===== config.mk =====
export PLATFORM = sky130hd
export DESIGN_NAME = gf_reduce_seq
export DESIGN_NICKNAME = d
export VERILOG_FILES = /design/src/rtl/gf_reduce_seq.sv
export SDC_FILE = /design/constraint.sdc
export NUM_CORES = 1
export LEC_CHECK = 0
export CORE_MARGIN = 3
export CORE_UTILIZATION = 41
export DETAILED_ROUTE_END_ITERATION = 7
export DONT_BUFFER_PORTS = 1
export PLACE_DENSITY_LB_ADDON = 0.3
export SYNTH_ARGS = -nofsm -noshare
export SYNTH_HDL_FRONTEND = slang
export SYNTH_SLANG_ARGS = --single-unit
export TNS_END_PERCENT = 1

===== constraint.sdc =====
create_clock -name clk -period 2.35 [get_ports clk]
set_clock_uncertainty 0.2 [all_clocks]
set_input_delay 0.3525 -clock clk [delete_from_list [all_inputs] [get_ports clk]]
set_output_delay 0.3525 -clock clk [all_outputs]
set_load 0.01 [all_outputs]

===== src/rtl/gf_reduce_seq.sv =====
// Sequential GF(2) polynomial reduction: reduces a 2M-1-bit product modulo an
// (M+1)-bit polynomial, STEP bit positions per clock, with valid/ready handshakes.
module gf_reduce_seq #(
   parameter int M    = 8,
   parameter int STEP = 1
) (
   input  logic           clk,
   input  logic           rst_n,
   input  logic           in_valid,
   output logic           in_ready,
   input  logic [2*M-2:0] in_poly,
   input  logic [M:0]     modulus,
   output logic           out_valid,
   input  logic           out_ready,
   output logic [M-1:0]   out_rem,
   output logic           out_err
);

   localparam int WW = 2*M-1;
   localparam int JW = $clog2(2*M);

   localparam logic [1:0] IDLE   = 2'd0;
   localparam logic [1:0] REDUCE = 2'd1;
   localparam logic [1:0] DONE   = 2'd2;

   logic [1:0]    state_reg, state_next;
   logic [WW-1:0] w_reg, w_next;
   logic [M:0]    p_reg, p_next;
   logic [JW-1:0] j_reg, j_next;
   logic [M-1:0]  rem_reg, rem_next;
   logic          err_reg, err_next;

   logic [WW-1:0] p_ext;
   logic [WW-1:0] w_step;
   logic          last_step;

   assign p_ext = WW'(p_reg);

   // One clock of reduction: positions j down to j-STEP+1, each seeing the
   // work register as already updated by the higher positions.
   always_comb begin
      w_step = w_reg;
      for (int s = 0; s < STEP; s++) begin
         for (int k = M; k < WW; k++) begin
            if ((int'(j_reg) - s == k) && w_step[k]) begin
               w_step = w_step ^ (p_ext << (k - M));
            end
         end
      end
   end

   // The step that covers position M is the final one.
   assign last_step = (int'(j_reg) < M + STEP);

   always_comb begin
      state_next = state_reg;
      w_next     = w_reg;
      p_next     = p_reg;
      j_next     = j_reg;
      rem_next   = rem_reg;
      err_next   = err_reg;
      case (state_reg)
         IDLE: begin
            if (in_valid) begin
               w_next   = in_poly;
               p_next   = modulus;
               rem_next = '0;
               if (modulus[M]) begin
                  state_next = REDUCE;
                  j_next     = JW'(WW - 1);
                  err_next   = 1'b0;
               end else begin
                  state_next = DONE;
                  j_next     = '0;
                  err_next   = 1'b1;
               end
            end
         end
         REDUCE: begin
            w_next = w_step;
            j_next = j_reg - JW'(STEP);
            if (last_step) begin
               state_next = DONE;
               rem_next   = w_step[M-1:0];
            end
         end
         DONE: begin
            if (out_ready) begin
               state_next = IDLE;
            end
         end
         default: state_next = IDLE;
      endcase
   end

   always_ff @(posedge clk or negedge rst_n) begin
      if (!rst_n) begin
         state_reg <= IDLE;
         w_reg     <= '0;
         p_reg     <= '0;
         j_reg     <= '0;
         rem_reg   <= '0;
         err_reg   <= 1'b0;
      end else begin
         state_reg <= state_next;
         w_reg     <= w_next;
         p_reg     <= p_next;
         j_reg     <= j_next;
         rem_reg   <= rem_next;
         err_reg   <= err_next;
      end
   end

   assign in_ready  = (state_reg == IDLE);
   assign out_valid = (state_reg == DONE);
   assign out_rem   = rem_reg;
   assign out_err   = err_reg;

endmodule


==> results, run 1 <==
- Cells with a size suffix above 1 make up 14.0% of the layout.
- The TritonCTS clock tree is done.
- The register with the most flip-flops in the layout has 15 of them.
- The count of nets after finishing is 354.
- The leakage power figure is 1.33 nW.
- Synthesis produced a netlist with a net count of 343.
- The number of antenna violations at the first check in global routing is 0.
- The number of levels the H-tree was split into is 2.
- The net load switching power is 1.61 mW.
- Setup slack on the critical path of the routed design comes to 0.0690 ns.
- CTS placed an instance of clkbuf_8 at the clock tree root.
- After detailed routing, the number of vias per cell comes to 5.60.
- The congestion estimate from routability-driven global placement came to 0.916.
- Summed over all instances, the cell type with the most area after synthesis is dfrtp_1.
- The routed via count is 2224.
- Counting along the longest clock path gives a buffer depth of 2.
- The worst pin sits at a relative slew slack of 52.8%.
- The post-synthesis average cell area is 8.67 sq um.
- The footprint of the multi-input gates is 1570 sq um.
- The number of setup violations in the final report is 0.
- The clock period minus worst slack is 2.28 ns.
- The area growth from synthesis to final layout is 13.6%.
- Final hold analysis gives a worst-case slack of 0.0105 ns.
- The area share of the largest cell type after synthesis is 36.3%.
- The register area share after synthesis is 36.3%.
- Combinational cells account for 46.0% of the total power.
- The maximum clock frequency is 438 MHz.
- The iteration count of the initial detailed-routing pass is 4.
- The CTS sink count is 39.
- The worst setup timing slack at the placement stage is 0.0205 ns.
- The number of cells after detailed placement is 370.
- The start-to-end type of the worst setup path is flop to flop.
- After detailed routing, the total wire length is 6600 microns.
- TritonCTS created 5 clock buffers.
- 39 I/O pins were placed.
- The first-pass GRT wire length is 10800 microns.
- The signal arrival time at the worst endpoint is 2.30 ns.
- After synthesis, the cell types taking the most area are dfrtp_1 36%, nand2_1 9.8%, xnor3_1 5.9%.
- The die extent in x is 87.0 microns.
- The sequential cell area in the final layout is 980 sq um.
- The internal power is 2.19 mW.
- The endpoint kind of the worst setup timing path is a flop.
- The required time of the critical path is 2.37 ns.
- The total power divided by cell area is 1240 nW/um^2.
- The later pin in the worst-skew pair is clocked with a latency of 0.30 ns.
- The largest net degree at the start of global routing is 40.
- Row generation in the floorplan step produced 28 rows.
- The count of input and output buffers is 0.
- The switching power as a share of total power is 42.3%.
- The class of the most critical hold timing path is primary input to flop.
- The final-report hold violation count is 0.
- The number of slew-limit violations in the final report is 0.
- The yosys synthesis warning count is 0.
- The clock network fraction of total power is 15.5%.
- After detailed routing, the number of remaining DRC violations is 0.
- The via count of the first global-routing pass came to 2106.
- The launching element type of the critical path is a flop.
- The post-synthesis instance area is 2690 sq um.
- Once detail routing completed, the nets flagged for antenna violations numbered 0.
- The post-synthesis sequential element count is 39.
- The layout filler cell count is 611.
- The highest ir drop seen on vdd is 0.738 mV.
- The vertical extent of the die is 87.0 microns.
- Of all nets on the critical path, the largest fanout is 6.
- The initial core utilization is 43.8%.
- Summing all non-filler instances in the final layout gives an area of 3050 sq um.
- The final worst-path cycle share is 97.1%.
- At the pin with the least slew margin, the transition time is 0.708 ns.
- Clock-pin slew was measured on the worst setup and hold paths at 0.07 ns.
- The count of mapped cells out of synthesis is 310.
- Dividing the detail-routed wire length by the instance count gives 16.6 microns.
- The sequential fraction of design power is 38.5%.
- Global routing used 18.2% of the available tracks across all layers.
- The area of placed instances is 2720 sq um.
- Synthesis instantiated 44 different standard cells from the library.
- The run finished with clean final reports.
- The sum of internal, switching and leakage power is 3.80 mW.
- The die covers 7560 sq um.
- The number of antenna cells inserted is 0.
- The non-filler instance count after layout is 397.
- Across the run, the number of max-cap violations was 0.
- The total overflow left after global routing is 0.
- For this block, the initial DRC count from the detailed router was 144.
- In this run the standard cell core region covers 6130 sq um.
- Detailed placement ended at an HPWL of 4740 microns.
## Yosys cell counts, drive strengths merged
cell type  number
nor3            1
buf            14
a211o           6
xor2            6
ha              5
o2bb2ai         1
a22o            2
or3b            1
nor2            9
or2             1
nand2b          4
dfrtp          39
o221a           1
and3           12
nor3b           2
nand4           5
o21ai          21
nand2          72
nand4b          3
a32oi           1
a22oi           7
nand3          13
a21oi          15
o211ai          9
and2            1
a21o            1
o31ai           1
a31oi           1
and4b           4
xnor3           7
inv             9
and4            3
xnor2          17
nor2b           3
o311ai          1
mux2i           1
clkbuf         11
## what timing repair did
item                       CTS  global route
resized for setup            1            12
buffers inserted             0             7
setup endpoints to repair    1            10
pin swaps                    0             3
hold endpoints to repair    49             0
hold buffers                12             0
## critical path: stages (launching register included)
cell     delay [ns]
dfrtp_2        0.45
ha_2           0.23
and4b_2        0.31
a211o_1        0.31
nand4_1        0.11
xnor3_1        0.44
a21oi_1        0.15
## layout make-up
type                            count  area share [%]
Sequential cell                    39            32.1
Clock inverter                      2            1.15
Clock buffer                        6            2.70
Timing Repair Buffer               29            8.57
Inverter                            9            1.11
Tap cell                           75            3.07
Multi-Input combinational cell    237            51.3
## worst paths after layout
check                            start         to  slack (ns)  cells after the start
max                           j_reg[0]   w_reg[7]        0.07                      6
min                        in_poly[14]  w_reg[14]        0.01                      2
max reg2reg                   j_reg[0]   w_reg[7]        0.07                      6
min reg2reg                    out_err    out_err        0.37                      2
max in group asynchronous        rst_n   j_reg[0]        1.42                      2
min in group asynchronous        rst_n   p_reg[0]        0.30                      2
## power by group through the flow
stage	clock (mW)	sequential, mW	combinational, mW
6_report	0.589	1.46	1.75
5_1_grt	0.631	1.53	1.98
4_1_cts	0.601	1.46	1.67
3_5_place_dp	0	1.47	1.63
3_3_place_gp	0	1.46	1.60
2_1_floorplan	0	1.22	1.51
## through the flow
stage | setup TNS [ns] | util, %
after floorplan | 0 | -
after global placement | 0 | 44.4
after detailed placement | 0 | 44.4
after CTS | 0 | 48.5
after global routing | -0.0590 | 49.8
final | 0 | 49.8
## per-layer routing
| layer | up-vias | wire length, microns | track usage (%) |
|---|---|---|---|
| met1 | 1065 | 3100 | 26.3 |
| met4 | 0 | 57 | 4.25 |
| met5 | - | 0 | 0 |
| met2 | 60 | 3080 | 27.8 |
| met3 | 8 | 360 | 3.78 |
| li1 | 1091 | - | - |
## placed cells by master (no fill, tap or decap), drive strengths merged
master       count
nand4            5
nand2           72
o21ai           21
nand4b           3
inv              9
o2bb2ai          1
nand2b           4
and4             3
and4b            4
xnor2           17
o221a            1
o311ai           1
nor3             1
a31oi            1
o211ai           9
buf             18
a21oi           15
xnor3            7
a211o            6
a21o             1
clkinv           1
and3            12
clkbuf           6
a22o             2
dlygate4sd3     11
ha               5
or2              1
bufinv           1
or3b             1
mux2i            1
nand3           13
dfrtp           39
and2             1
xor2             6
nor3b            2
nor2b            3
a22oi            7
nor2             9
o31ai            1
a32oi            1
## cells by family after synthesis
kind of cell               after synthesis  share of synthesized area (%)
and+or+nand+nor                        134                           24.5
AOI/OAI and AO/OA                       67                           16.2
DFF                                     39                           36.3
buffers and inverters                   34                           6.42
xor gates and xnor gates                30                           13.9
adders and majority gates                5                           2.33
muxes                                    1                          0.372
(Power assumes the default switching activity.)
==> run 2: changes to the inputs <==
--- a/config.mk
+++ b/config.mk
@@ -5,6 +5,7 @@
 export SDC_FILE = /design/constraint.sdc
 export NUM_CORES = 1
 export LEC_CHECK = 0
+export CORE_ASPECT_RATIO = 0.75
 export CORE_MARGIN = 3
 export CORE_UTILIZATION = 41
 export DETAILED_ROUTE_END_ITERATION = 7
==> results, run 2 (synthesis results as in run 1) <==
- The wire length per cell after detailed routing was 17.5 microns (+5.4%).
- The critical path ends at w_reg[7].
- The total power divided by cell area is 1240 nW/um^2 (-0.53%).
- CTS placed an instance of clkbuf_8 at the clock tree root.
- The standard-cell row count was 24 (-14%).
- The clock period minus worst slack was 2.23 ns (-0.0479 ns).
- The first-pass GRT wire length is 11400 microns (+5.6%).
- The area of the die came to 7570 sq um (+0.13%).
- The worst slew slack as a fraction of its limit is 50.4% (-2.4 points).
- The routed via count was 2221 (-0.13%).
- The critical register-to-register path endpoint is w_reg[7].
- The critical path goes through inv_1 > ha_1 > nand4b_1 > a211o_1 > nand4_1 > xnor3_1 > a21oi_1.
- The met1 track demand over resource is 29.0% (+2.7 points).
- The total clock buffers created by CTS is 5 (unchanged).
- The worst reg-to-reg setup slack is 0.12 ns (+0.05 ns).
- The area growth from synthesis to final layout is 9.87%.
- The pin slew with the least headroom to its limit is 0.744 ns (+0.0354 ns).
- The residual DRC count is 0 (unchanged).
- The met3 demand-to-capacity share in global routing is 5.49% (+1.7 points).
- The largest net degree at the start of global routing is 40 (unchanged).
- The fraction of met2 tracks used by global routing came to 25.8% (-2.0 points).
- The required time of the critical path is 2.37 ns (about the same).
- The setup path with the least slack is of type flop to flop.
- In this run the worst hold path is classified as primary input to flop.
- The layout filler cell count is 611 (unchanged).
- The number of antenna cells inserted came to 0 (unchanged).
- The vertical extent of the die is 76.1 microns (-12%).
- The final worst-path cycle share came to 95.0% (-2.0 points).
- The commonest non-fill, non-tap cell in the layout is nand2_1.
- The count of input and output buffers is 0 (unchanged).
- The number of max-cap violations is 0 (unchanged).
- Leaving out fill and tap cells, the most frequent cells in the layout are 70 x nand2_1, 38 x dfrtp_1, 18 x o21ai_0.
- The initial core utilization is 44.3% (+0.47 points).
- The die extent in x was 99.5 microns (+14%).
- The worst reg2reg path depth is 7 (+1).
- STA classifies the critical path startpoint as a flop.
- The number of setup violations in the final report is 0 (unchanged).
- The total detailed-routing wirelength came to 6860 microns (+4.1%).
- The highest ir drop seen on vdd is 0.644 mV (-13%).
- The DRC marker count from the first detailed-route iteration is 167 (+16%).
- The post-route core utilization came to 48.7% (-1.1 points).
- The via count of the first global-routing pass is 2190 (+4.0%).
- The detailed-route vias per instance is 5.67 (+1.1%).
- The number of levels the H-tree was split into is 2 (unchanged).
- The flow ran to the end, and the final reports show no timing, DRC or antenna violations.
- The signal arrival time at the worst endpoint was 2.26 ns (-0.04 ns).
- The startpoint identified for the worst register-to-register timing path is j_reg[0].
- The number of antenna violations at the first check in global routing is 0 (unchanged).
- The area of the core region is 6070 sq um (-1.1%).
- The worst stage delay on the critical path was 0.43 ns (-0.02 ns).
- The clock-pin transition on the worst setup and hold timing paths was 0.08 ns (about the same).
- Setup repair after global routing could not meet its margin everywhere.
- The sum of internal, switching and leakage power is 3.66 mW (-3.8%).
- The fraction of layout cells with a size suffix above 1 came to 10.8% (-3.1 points).
- The final-report hold violation count came to 0 (unchanged).
- The cell with the largest stage delay on the worst path is dfrtp_1.
- The worst hold slack came to 0.00517 ns (-0.00534 ns).
- TritonCTS built the clock tree.
- The busiest metal layer after global routing is met1.
- The final global-route overflow total is 0 (unchanged).
- The global placement routability congestion is 0.881 (-3.9%).
- The iteration count of the initial detailed-routing pass was 5 (+1).
- The clock latency reported for the late side of the worst-skew pair is 0.29 ns (about the same).
- The count of pins on the block boundary is 39 (unchanged).
- The CTS sink count is 39 (unchanged).
- The number of slew-limit violations in the final report is 0 (unchanged).
- The leakage power figure is 1.29 nW (-3.6%).
- The endpoint kind of the worst setup timing path is a flop.
- The flip-flop count of the largest register, all copies and words added came to 15 (unchanged).
- The maximum clock frequency came to 448 MHz (+2.1%).
- The worst setup path startpoint is j_reg[0].
- The count of antenna-violating nets left after detailed routing is 0 (unchanged).
- The maximum clock path buffer count is 2 (unchanged).
- The count of nets after finishing is 347 (-2.0%).
- The maximum fanout encountered on the critical timing path is 5 (-1).
- The global-route total usage across every layer is 18.6% (+0.41 points).
- The HPWL after detailed placement is 4860 microns (+2.6%).
## run 2: where the power goes
part | internal [mW] | switching, mW | total [mW]
Clock | 0.231 | 0.248 | 0.479
Sequential | 0.986 | 0.496 | 1.48
Combinational | 0.808 | 0.886 | 1.69
Total | 2.03 | 1.63 | 3.66
## run 2: worst min-delay path by stage
stage	startpoint	depth (start not counted)	to	slack [ns]
final	in_poly[13]	2	w_reg[13]	0.005
after global routing	in_poly[14]	2	w_reg[14]	0.006
after CTS	in_poly[13]	2	w_reg[13]	0.006
after detailed placement	rst_n	0	p_reg[5]	-0.14
after global placement	rst_n	0	w_reg[9]	-0.14
after floorplan	rst_n	0	j_reg[0]	-0.14
## run 2: through the flow
stage                     setup TNS, ns  instances  worst slack [ns]  cell area [sq um]
final                                 0        392             0.117               2950
after global routing            -0.0276        392           -0.0189               2950
after CTS                             0        389            0.0118               2920
after detailed placement              0        371            0.0348               2710
after global placement                0        371             0.134               2710
after floorplan                       0        310             0.306               2690
## run 2: final cells by class
cell class	count	area, sq um	share of cell area, %
multi-input cells	237	1550	52.6
flip-flops and latches	39	977	33.1
repair buffers	22	203	6.86
well taps	78	97.6	3.31
clock buffers	6	82.6	2.80
inverters	9	33.8	1.14
clock inverters	1	5.00	0.169
## run 2: what timing repair did
action | 4_1_cts | 5_1_grt
setup buffers | 0 | 3
hold buffers | 11 | 0
setup endpoints to repair | 0 | 15
gates resized for setup | 0 | 8
endpoints found under the hold margin | 48 | 0
## run 2: per-layer routing
layer / share of wire (%) / vias to the layer above
li1: - / 1075
met1: 50 / 1050
met2: 40 / 92
met3: 9.4 / 4
met4: 0.42 / 0
met5: 0 / -
## run 2: worst max-delay path: cells and delay by family (launching register included)
family	cells	cell delay, ns
AO/OA/AOI/OAI	2	0.51
flip-flops	1	0.43
AND/OR/NAND/NOR	2	0.39
XOR/XNOR	1	0.26
adder cells (fa/ha/maj)	1	0.25
buffers and inverters	1	0.12
